===== src/rtl/sar_pkg.sv =====
// rtl/sar_pkg.sv - shared types and constants for the SAR sequencer
//
// Purpose: state encoding, default build parameters and the conversion
// latency helper used by sar_seq and sar_wait_cnt.
// Ports: none (package).

package sar_pkg;

  typedef enum logic [2:0] {
    ST_IDLE,
    ST_CLEAR,
    ST_SETTLE,
    ST_STROBE,
    ST_CAPTURE,
    ST_DONE
  } sar_state_e;

  localparam int SAR_NBITS   = 8;
  localparam int SAR_SETTLE  = 2;
  localparam int SAR_CAP_LAT = 2;

  // Edges from the VSTART sample edge (counted as the first) up to and
  // including the edge that raises VDONE.
  function automatic int sar_latency(input int nbits, input int settle, input int cap_lat);
    return 2 + nbits * (settle + 1 + cap_lat);
  endfunction

  localparam int SAR_LATENCY = sar_latency(SAR_NBITS, SAR_SETTLE, SAR_CAP_LAT);

endpackage


===== src/rtl/sar_wait_cnt.sv =====
// rtl/sar_wait_cnt.sv - loadable down-counter with zero flag
//
// Purpose: times the SETTLE and CAPTURE phases of the sequencer.
// Ports:
//   clk       in  clock
//   rst_n     in  asynchronous active-low reset
//   load      in  load load_val (takes priority over dec)
//   load_val  in  value to load
//   dec       in  decrement by one, saturating at zero
//   zero      out counter currently holds zero

module sar_wait_cnt
  import sar_pkg::*;
#(
  parameter int W = 2
) (
  input  logic         clk,
  input  logic         rst_n,
  input  logic         load,
  input  logic [W-1:0] load_val,
  input  logic         dec,
  output logic         zero
);

  logic [W-1:0] cnt_q;
  logic [W-1:0] cnt_d;

  always_comb begin
    cnt_d = cnt_q;
    if (load) begin
      cnt_d = load_val;
    end else if (dec && (cnt_q != '0)) begin
      cnt_d = cnt_q - W'(1);
    end
  end

  always_ff @(posedge clk or negedge rst_n) begin
    if (!rst_n) begin
      cnt_q <= '0;
    end else begin
      cnt_q <= cnt_d;
    end
  end

  assign zero = (cnt_q == '0);

endmodule


===== src/rtl/sar_seq.sv =====
// rtl/sar_seq.sv - successive-approximation sequencer for the slice array
//
// Purpose: clears the comparator slices, then for each bit MSB..LSB presents
// a trial DAC code, strobes the slice enable, waits for the slice's BITOUT
// and folds it into the result. Pulses VDONE with the final code on DOUT.
// Ports:
//   CLK           in  clock, rising edge
//   VRESET_N      in  asynchronous active-low reset
//   VSTART        in  start request, honoured in IDLE only
//   VABORT        in  abort a conversion in progress (while VBUSY)
//   BITS          in  per-slice BITOUT, BITS[i] from slice i
//   VENABLE       out one-hot per-slice enable strobe
//   VSLICE_RESET  out active-high reset to all slices
//   DAC_CODE      out trial code to the DAC
//   DOUT          out last completed result
//   VBUSY         out conversion in progress
//   VDONE         out one-cycle pulse, DOUT valid

module sar_seq
  import sar_pkg::*;
#(
  parameter int NBITS   = SAR_NBITS,
  parameter int SETTLE  = SAR_SETTLE,
  parameter int CAP_LAT = SAR_CAP_LAT
) (
  input  logic             CLK,
  input  logic             VRESET_N,
  input  logic             VSTART,
  input  logic             VABORT,
  input  logic [NBITS-1:0] BITS,
  output logic [NBITS-1:0] VENABLE,
  output logic             VSLICE_RESET,
  output logic [NBITS-1:0] DAC_CODE,
  output logic [NBITS-1:0] DOUT,
  output logic             VBUSY,
  output logic             VDONE
);

  localparam int MAX_WAIT = (SETTLE > CAP_LAT) ? SETTLE : CAP_LAT;
  localparam int CW       = $clog2(MAX_WAIT + 1);
  localparam int IW       = $clog2(NBITS);

  localparam logic [NBITS-1:0] ONE       = NBITS'(1);
  localparam logic [IW-1:0]    IDX_MSB   = IW'(NBITS - 1);
  localparam logic [CW-1:0]    SETTLE_LD = CW'(SETTLE - 1);
  localparam logic [CW-1:0]    CAP_LD    = CW'(CAP_LAT - 1);

  sar_state_e       state_q, state_d;
  logic [IW-1:0]    bit_idx_q, bit_idx_d;
  logic [NBITS-1:0] result_q, result_d;
  logic [NBITS-1:0] venable_q, venable_d;
  logic             vslice_reset_q, vslice_reset_d;
  logic [NBITS-1:0] dac_code_q, dac_code_d;
  logic [NBITS-1:0] dout_q, dout_d;
  logic             vbusy_q, vbusy_d;
  logic             vdone_q, vdone_d;

  logic             cnt_load;
  logic [CW-1:0]    cnt_load_val;
  logic             cnt_dec;
  logic             cnt_zero;
  logic [IW-1:0]    next_idx;

  sar_wait_cnt #(
    .W(CW)
  ) u_wait_cnt (
    .clk      (CLK),
    .rst_n    (VRESET_N),
    .load     (cnt_load),
    .load_val (cnt_load_val),
    .dec      (cnt_dec),
    .zero     (cnt_zero)
  );

  assign next_idx = bit_idx_q - IW'(1);

  always_comb begin
    state_d        = state_q;
    bit_idx_d      = bit_idx_q;
    result_d       = result_q;
    venable_d      = '0;
    vslice_reset_d = 1'b0;
    dac_code_d     = dac_code_q;
    dout_d         = dout_q;
    vbusy_d        = vbusy_q;
    vdone_d        = 1'b0;
    cnt_load       = 1'b0;
    cnt_load_val   = '0;
    cnt_dec        = 1'b0;

    case (state_q)
      ST_IDLE: begin
        result_d   = '0;
        bit_idx_d  = IDX_MSB;
        dac_code_d = '0;
        vbusy_d    = 1'b0;
        if (VSTART) begin
          state_d        = ST_CLEAR;
          vslice_reset_d = 1'b1;
          vbusy_d        = 1'b1;
        end
      end

      ST_CLEAR: begin
        state_d      = ST_SETTLE;
        dac_code_d   = result_q | (ONE << bit_idx_q);
        cnt_load     = 1'b1;
        cnt_load_val = SETTLE_LD;
      end

      ST_SETTLE: begin
        if (cnt_zero) begin
          state_d   = ST_STROBE;
          venable_d = ONE << bit_idx_q;
        end else begin
          cnt_dec = 1'b1;
        end
      end

      ST_STROBE: begin
        state_d      = ST_CAPTURE;
        cnt_load     = 1'b1;
        cnt_load_val = CAP_LD;
      end

      ST_CAPTURE: begin
        if (cnt_zero) begin
          // BITS is only trusted on the last CAPTURE edge; earlier edges may
          // still see the slice's previous BITOUT.
          result_d[bit_idx_q] = BITS[bit_idx_q];
          if (bit_idx_q != '0) begin
            state_d      = ST_SETTLE;
            bit_idx_d    = next_idx;
            dac_code_d   = result_d | (ONE << next_idx);
            cnt_load     = 1'b1;
            cnt_load_val = SETTLE_LD;
          end else begin
            state_d    = ST_DONE;
            dout_d     = result_d;
            dac_code_d = '0;
            vbusy_d    = 1'b0;
            vdone_d    = 1'b1;
          end
        end else begin
          cnt_dec = 1'b1;
        end
      end

      ST_DONE: begin
        // VSTART here is deliberately ignored; it must be seen in IDLE.
        state_d = ST_IDLE;
      end

      default: begin
        state_d = ST_IDLE;
      end
    endcase

    // Abort only matters while busy; it also wins over the final capture.
    if (VABORT && vbusy_q) begin
      state_d        = ST_IDLE;
      bit_idx_d      = IDX_MSB;
      result_d       = '0;
      venable_d      = '0;
      vslice_reset_d = 1'b1;
      dac_code_d     = '0;
      dout_d         = dout_q;
      vbusy_d        = 1'b0;
      vdone_d        = 1'b0;
    end
  end

  always_ff @(posedge CLK or negedge VRESET_N) begin
    if (!VRESET_N) begin
      state_q        <= ST_IDLE;
      bit_idx_q      <= IDX_MSB;
      result_q       <= '0;
      venable_q      <= '0;
      vslice_reset_q <= 1'b1;
      dac_code_q     <= '0;
      dout_q         <= '0;
      vbusy_q        <= 1'b0;
      vdone_q        <= 1'b0;
    end else begin
      state_q        <= state_d;
      bit_idx_q      <= bit_idx_d;
      result_q       <= result_d;
      venable_q      <= venable_d;
      vslice_reset_q <= vslice_reset_d;
      dac_code_q     <= dac_code_d;
      dout_q         <= dout_d;
      vbusy_q        <= vbusy_d;
      vdone_q        <= vdone_d;
    end
  end

  assign VENABLE      = venable_q;
  assign VSLICE_RESET = vslice_reset_q;
  assign DAC_CODE     = dac_code_q;
  assign DOUT         = dout_q;
  assign VBUSY        = vbusy_q;
  assign VDONE        = vdone_q;

endmodule


===== config.mk =====
export PLATFORM = sky130hd
export DESIGN_NAME = sar_seq
export DESIGN_NICKNAME = d
export VERILOG_FILES = /design/src/rtl/sar_pkg.sv /design/src/rtl/sar_wait_cnt.sv /design/src/rtl/sar_seq.sv
export SDC_FILE = /design/constraint.sdc
export NUM_CORES = 1
export LEC_CHECK = 0
export CORE_UTILIZATION = 45
export CTS_CLUSTER_SIZE = 8
export DETAILED_ROUTE_END_ITERATION = 10
export PLACE_DENSITY = 0.71
export RECOVER_POWER = 50
export SLEW_MARGIN = 10
export SYNTH_ARGS = -nofsm -noshare
export SYNTH_HDL_FRONTEND = slang
export SYNTH_HIERARCHICAL = 1
export SYNTH_SLANG_ARGS = --single-unit

===== constraint.sdc =====
create_clock -name CLK -period 2.55 [get_ports CLK]
set_clock_uncertainty 0.1 [all_clocks]
set_input_delay 0.51 -clock CLK [delete_from_list [all_inputs] [get_ports CLK]]
set_output_delay 0.51 -clock CLK [all_outputs]
set_load 0.03 [all_outputs]

== Yosys cells after proc, flatten, opt, wreduce, memory -nomap -nowiden ==
Cells that the tools add are included.
Cells by class
  bitwise gates (word level): 4
  multiplexer cells: 46
  reduce and logical (&&, ||, !) cells: 18
  equal/unequal tests: 9
  shifts and indexed selects: 2
  add/sub/neg operators: 2
  $lt $le $gt $ge: 2
Operator list (count)
  $mux 8: 8
  $mux 3: 8
  $pmux 8 s3: 1
  $mux 1: 18
  $or 8x8->8: 2
  $pmux 8 s2: 1
  $shl 1x3->8 const A: 2
  $ne 3x3->1 const B: 5
  $pmux 3 s5: 1
  $reduce_and 3->1: 3
  $bwmux 8: 1
  $eq 3x2->1 const B: 2
  $pmux 1 s2: 3
  $pmux 3 s2: 1
  $reduce_bool 3->1: 2
  $lt 3x4->1 const B: 1
  $mux 2: 2
  $reduce_and 2->1: 2
  $reduce_and 4->1: 1
  $reduce_bool 2->1: 2
  $reduce_bool 4->1: 1
  $reduce_or 2->1: 2
  $bmux 1 s3: 1
  $demux 1 s3: 1
  9 further kinds: 12
Storage, ports and cells
  output and inout bits: 27
  bits in registers: 43
  bits of input ports: 12
  logic and storage cells: 93

== Logic depth before layout (Yosys ltp) ==
Gate-level depths: netlist (run 1).
  depth after elaboration: 10
  gate-level depth with buffers: 8
  gate-level depth less buffers: 7

== Modules after synthesis ==
Netlist (run 1), hierarchy kept.
By module, submodules not included
  sar_seq: area each 2034.5 µm², cells each 199, sequential area each 1031.0 µm², instances 1
  sar_wait_cnt: area each 132.6 µm², cells each 13, sequential area each 50.0 µm², instances 1

== Least setup slack after synthesis (run 1) ==
OpenSTA, ideal clock, no wires.
  path type: reg-to-reg
  from: register bit_idx_q[0]
  to: register u_wait_cnt.cnt_q[1]
  required time: 2334 ps
  setup slack: 558 ps
  cell stages (with the launch flop): 9
  buffers on the path: 1
  clock period less this slack: 1992 ps
  setup time: 116 ps
  arrival time: 1776 ps
  cell sequence: dfstp_2 -> buf_2 -> inv_1 -> ha_1 -> nand2b_1 -> nand3_1 -> nand2_1 -> or4b_1 -> o311ai_0
Between the ends
  word-level cells in the longest chain between the ends: 5
  elaborated cells on any way between the ends: 6
  classes of those cells: 4 x mux; 2 x reduce/logical
Ends and longest elaborated chain
  start: declaration: RTL line sar_seq.sv:49  | logic [IW-1:0] bit_idx_q, bit_idx_d;
  start signal: assignment: RTL line sar_seq.sv:186  | bit_idx_q <= bit_idx_d;
  $reduce_bool 3->1 (*): RTL line sar_seq.sv:131  | if (bit_idx_q != '0) begin
  $mux 1 (*): RTL line sar_seq.sv:131
  $mux 1 (*): RTL line sar_seq.sv:127  | if (cnt_zero) begin
  $pmux 1 s2 (*): RTL line sar_seq.sv:91  | case (state_q)
  net cnt_load: RTL line sar_seq.sv:58  | logic cnt_load;
  $mux 2 / $reduce_bool 2->1 (equally long branches)
  end signal: assignment: RTL line sar_wait_cnt.sv:41  | cnt_q <= cnt_d;
  end: declaration: RTL line sar_wait_cnt.sv:25  | logic [W-1:0] cnt_q;
The timed path passes the listed nets; every way through them passes the cells marked *.
A chain may end at the register's enable or synchronous reset.

== Worst setup path in the final report (run 1) ==
  from: register bit_idx_q[0]
  to: register dac_code_q[3] (netlist: DAC_CODE[3])
Between the ends
  word-level cells in the longest chain between the ends: 10
  elaborated cells on any way between the ends: 18
  classes of those cells: 1 x add/sub; 2 x order compare; 2 x shift; 9 x mux; 2 x bitwise; 2 x reduce/logical
Ends and longest elaborated chain
  $lt 3x4->1 (not written as such) / $ge 3x1->1 (equally long branches): RTL line sar_seq.sv:130  | result_d[bit_idx_q] = BITS[bit_idx_q];
  $logic_and 1x1->1 (not written as such): RTL line sar_seq.sv:130
  $mux 1 (not written as such): RTL line sar_seq.sv:130
  $demux 1 s3: RTL line sar_seq.sv:130
  $bwmux 8: RTL line sar_seq.sv:130
  $or 8x8->8: RTL line sar_seq.sv:134  | dac_code_d = result_d | (ONE << next_idx);
  $mux 8: RTL line sar_seq.sv:131
  $mux 8: RTL line sar_seq.sv:127
  $pmux 8 s3 (*): RTL line sar_seq.sv:91
  $mux 8 (*): RTL line sar_seq.sv:160  | if (VABORT && vbusy_q) begin
  end signal: assignment: RTL line sar_seq.sv:190  | dac_code_q <= dac_code_d;
  end: declaration: RTL line sar_seq.sv:53  | logic [NBITS-1:0] dac_code_q, dac_code_d;
Every way passes the cells marked *; elsewhere a longest branch is shown, timed or not. The select of a mux whose other input is x is not followed.

==> results.ini, run 1 <==
[status]
status = finished, violations left
failed_checks = design-rule violations

[route]
drt_wl_total_um = 4860
wl_per_cell_um = 16.0
firstDrtPassIters = 7
first_iter_violations = 121
avgViaCountPerCell = 5.59
vias = 1699
ant_nets = 0
drc = 2

[synth]
yosysSeqAreaShare = 0.499
yosysTopAreaCellShare = 0.450
synth_top_area_cell = dfrtp_1
synthXorXnorAreaFrac = 0.0121
ys_top_cells_by_area = dfrtp_1 (45%), nand2_1 (5.0%), dfstp_2 (4.8%), mux2i_1 (4.2%), o21ai_0 (4.2%)
synthAdderAreaFrac = 0.0346
ys_types = 43
ys_top_cells_by_count = dfrtp_1 (39), nand2_1 (29), o21ai_0 (18), a21oi_1 (11)
synth_mux_area_frac = 0.0416
synth_top_family_by_area = simple AND/OR/NAND/NOR gates
synthArstFlopShare = 1.00
synth_nets = 230
synth_most_common_cell = dfrtp_1
yosys_warnings = 6
yosys.area_share.simple = 0.189
syn-instance-count = 212
synth_edf_count = 0
synth.cell_area_mm2 = 0.00217
ys_seq_elements = 43
synth_compound_area_frac = 0.180
synthFlopType = dfrtp_1
syn_area_per_cell_um2 = 10.2

[worst_setup_path]
arrival_ns = 2.38
crit_path_end_kind = register
critical_path_peak_fanout = 11
cp.required_ns = 2.68
reg2regPathDepth = 6
reg2reg_slack_ns = 0.30
crit_type = reg2reg
crit_start = bit_idx_q[0]
cp-start-kind = register
r2r-start = bit_idx_q[0]

[timing]
hold_viol_final = 0
drv_slew = 0
grt_setup_unrepaired = no
finalCritPeriodShare = 0.881
slew_headroom = 0.523
setup_viol = 0
fmax_ghz = 0.445
setup_tns_ns = 0
worst_slew_pin_slew_ns = 0.715
period_needed_ns = 2.25

[grt]
grt_antenna_before_repair = 0
grt_pass1_vias = 1690
grt_max_degree = 24
grt_overflow = 0
track_usage = 0.213
grt_pass1_wl_um = 8350

[job]
cap_viol_max_count = 0

[clock_tree]
cts_hold_buf = 1
clockRootBuffer = clkbuf_8
cts-resized-gates = 0
post_cts_buffers = 0
cts_max_path_buffers = 2
insertion_delay_ns = 0.30
clock-sinks = 43
cts_made_buffers = 5
htreeDepth = 2
clk_pin_slew_ns = 0.08
cts_tree = yes

[placed_design]
dpl.hpwl_um = 3490
io_buffers = 38
gp_congestion = 0.879

[min_path]
min-delay-start = DOUT[3]
hp-class = reg2reg
whs_path_depth = 2

[die]
start_util = 0.481
fp.dieH_um = 71.4
coreArea_mm2 = 0.00450
die-area_mm2 = 0.00510
die_w_um = 71.4
rows = 24
pin_count = 39

[pwr]
peakVddDrop_uv = 396
cellLeakagePower_nw = 1.26
power_density_mw_per_mm2 = 745
power.total_mw = 1.98

[final_layout]
syn_to_final_growth_pct = 22.6
nets = 270
num_antenna_cells = 0
layout-drive-gt1-share = 0.0675

cells in the final DEF (no fill, tap or decap), drive strengths merged, types with 5 or more instances in the layout:
master / instances
nor2b: 5
o21ai: 18
a21oi: 11
clkbuf: 9
ha: 6
clkdlybuf4s50: 35
mux2i: 9
nor2: 6
a221o: 8
nand2: 29
inv: 9
nand2b: 5
a21o: 7
dfrtp: 39
and3: 8
worst max-delay path, stage by stage, from the launching register on:
cell	delay, ns
dfstp_1	0.72
inv_1	0.17
ha_1	0.31
nand2b_1	0.21
nand4_2	0.27
a21oi_1	0.25
a221o_1	0.13
worst paths after layout:
path | to
max | DAC_CODE[3]
max in group asynchronous | VENABLE[7]
min reg2reg | DOUT[3]
min in group asynchronous | DOUT[4]
max reg2reg | DAC_CODE[3]
min | DOUT[3]
per-stage QoR:
stage	worst slack [ns]	hold slack, ns	instance area [um2]	std cells	utilization
floorplan	0.558	0.114	2170	212	-
global placement	0.362	0.308	2580	296	0.573
detailed placement	0.345	0.312	2580	296	0.573
CTS	0.405	0.401	2670	304	0.593
global route	0.121	0.420	2660	304	0.590
finish	0.305	0.397	2660	304	0.590
cell type report:
cell class / count / area (um2)
sequential: 43 / 1080
fill: 408 / 1850
tap: 52 / 65.1
clock inverter: 1 / 7.51
multi-input combinational: 150 / 988
timing repair buffer: 43 / 408
inverter: 9 / 33.8
clock buffer: 6 / 72.6
cell families (layout without fill, tap and decap cells):
| group | count (synthesis) | in the layout |
|---|---|---|
| adders and majority gates | 6 | 6 |
| buffers and inverters | 19 | 59 |
| and+or+nand+nor | 74 | 74 |
| muxes | 9 | 9 |
| DFF | 43 | 43 |
| other | 1 | 1 |
| AOI/OAI and AO/OA | 57 | 57 |
| xor gates and xnor gates | 3 | 3 |
layer usage:
| metal | up-vias | track usage | part of all wire |
|---|---|---|---|
| met5 | - | 0 | 0 |
| met2 | 46 | 0.323 | 0.46 |
| met4 | 0 | 0.0622 | 0.012 |
| li1 | 829 | - | - |
| met1 | 817 | 0.302 | 0.49 |
| met3 | 7 | 0.0563 | 0.047 |
state kept, by name, summed over array words and instances (netlist names), 2 cells and up:
signal / flops
DAC_CODE: 8
DOUT: 8
VENABLE: 8
bit_idx_q: 3
result_q: 8
state_q: 3
u_wait_cnt/cnt_q: 2
power by group:
group	switching [mW]	internal (mW)	total, mW
clock network	0.236	0.188	0.424
logic	0.429	0.283	0.712
registers	0.0839	0.760	0.844
No activity file was read; power rests on OpenSTA's default activity.
==> inputs of run 2 (changes only) <==
Settings changed: GPL_ROUTABILITY_DRIVEN set to 0.
Clock period 2.55 ns to 2.4 ns, I/O delays scaled along.
==> results.ini, run 2 (synthesized netlist as in run 1, its figures left out) <==
[status]
status = finished, violations left
failed_checks = design-rule violations

[worst_setup_path]
cp-start-kind = register
critical_path_peak_fanout = 10
arrival_ns = 2.24
crit_slowest_cell = nor2b_1
cp_common_cell = nor2b_1
cp.required_ns = 2.48
crit_path_end_kind = register
crit_chain = inv_1, ha_1, nor2b_1, nor2b_1, o21a_2, a221o_1
cp_top_family = compound AO/OA/AOI/OAI gates
worst-path-buf-inv = 1
crit_type = reg2reg
cp_slowest_stage_delay_ns = 0.42

[grt]
grt_pass1_vias = 1709
grt_overflow = 0
grt_pass1_wl_um = 8440
track_usage = 0.216
grt_antenna_before_repair = 0
grt_max_degree = 23

[die]
pin_count = 39
start_util = 0.481
coreArea_mm2 = 0.00450
fp.dieH_um = 71.4
rows = 24
die-area_mm2 = 0.00510
die_w_um = 71.4

[clock_tree]
clockRootBuffer = clkbuf_8
insertion_delay_ns = 0.30
clock-sinks = 43
clk_pin_slew_ns = 0.09
cts_hold_buf = 0
cts_max_path_buffers = 2
htreeDepth = 2
post_cts_buffers = 0
cts-resized-gates = 0
cts_made_buffers = 5
cts_tree = yes

[timing]
grt_setup_unrepaired = no
fmax_ghz = 0.463
worst_slew_pin_slew_ns = 1.21
period_needed_ns = 2.16
drv_slew = 0
setup_tns_ns = 0
hold_viol_final = 0
setup_viol = 0
slew_headroom = 0.193
finalCritPeriodShare = 0.900

[final_layout]
syn_to_final_growth_pct = 25.1
n_fill_cell = 416
multi_input_area_um2 = 988
final_cell_mix = dfrtp_1 (39), clkdlybuf4s50_1 (33), nand2_1 (29), o21ai_0 (18), a21oi_1 (11)
final_common_cell = dfrtp_1
layout-drive-gt1-share = 0.0941
nets = 272
fin_area_mm2 = 0.00271
area.sequential_mm2 = 0.00108
num_antenna_cells = 0

[job]
cap_viol_max_count = 0

[min_path]
hp-class = in2async

[placed_design]
dpl.hpwl_um = 3440
dpl_cell_area_mm2 = 0.00262
io_buffers = 38

[route]
avgViaCountPerCell = 5.68
vias = 1744
drc = 2
ant_nets = 0
first_iter_violations = 158
drt_wl_total_um = 4930
firstDrtPassIters = 7
wl_per_cell_um = 16.1

[pwr]
peakVddDrop_uv = 395
power_density_mw_per_mm2 = 827
cellLeakagePower_nw = 1.31

==> run 2: layer usage <==
metal  up-vias  share of wire  GRT usage
met3         6          0.042     0.0492
met2        40           0.46      0.327
li1        837              -          -
met4         0         0.0097     0.0778
met1       861           0.49      0.307
met5         -              0          0
==> run 2: through the flow <==
stage	worst slack, ns	hold slack (ns)	cells	utilization	total power, mW
after floorplan	0.408	0.0844	212	-	1.44
after global routing	0.133	0.413	307	0.602	2.37
after detailed placement	0.304	0.373	299	0.581	1.68
after global placement	0.324	0.373	299	0.581	1.66
final	0.240	0.300	307	0.602	2.24
after CTS	0.297	0.0559	307	0.607	2.27
==> run 2: worst register-to-register path, cell delays in order, from the launching register on <==
cell,delay (ns)
dfrtp_1,0.39
inv_1,0.06
ha_1,0.34
nor2b_1,0.42
nor2b_1,0.09
o21a_2,0.28
a221o_1,0.37
==> run 2: path summary, 6_finish.rpt <==
check	from	endpoint	slack [ns]	cells after the start
setup / recovery	u_wait_cnt/cnt_q[0]	DAC_CODE[3]	0.24	6
hold reg to reg	DOUT[4]	DOUT[4]	0.39	2
hold / removal	VRESET_N	DAC_CODE[5]	0.30	1
max in group asynchronous	VRESET_N	VSLICE_RESET	0.73	2
setup reg to reg	u_wait_cnt/cnt_q[0]	DAC_CODE[3]	0.24	6
min in group CLK	DOUT[4]	DOUT[4]	0.39	2
==> run 2: report_power, final <==
group          internal [mW]  switching (mW)  leakage [nW]
registers              0.809          0.0930         0.579
logic                  0.299           0.452         0.666
clock network          0.337           0.251        0.0612
total                   1.44           0.797          1.31
==> run 2: area by class of cell <==
class                   count  share of cell area
inverters                   9              0.0125
repair buffers             45               0.157
flip-flops and latches     43               0.399
well taps                  52              0.0240
multi-input cells         150               0.365
clock buffers               6              0.0305
clock inverters             2              0.0129
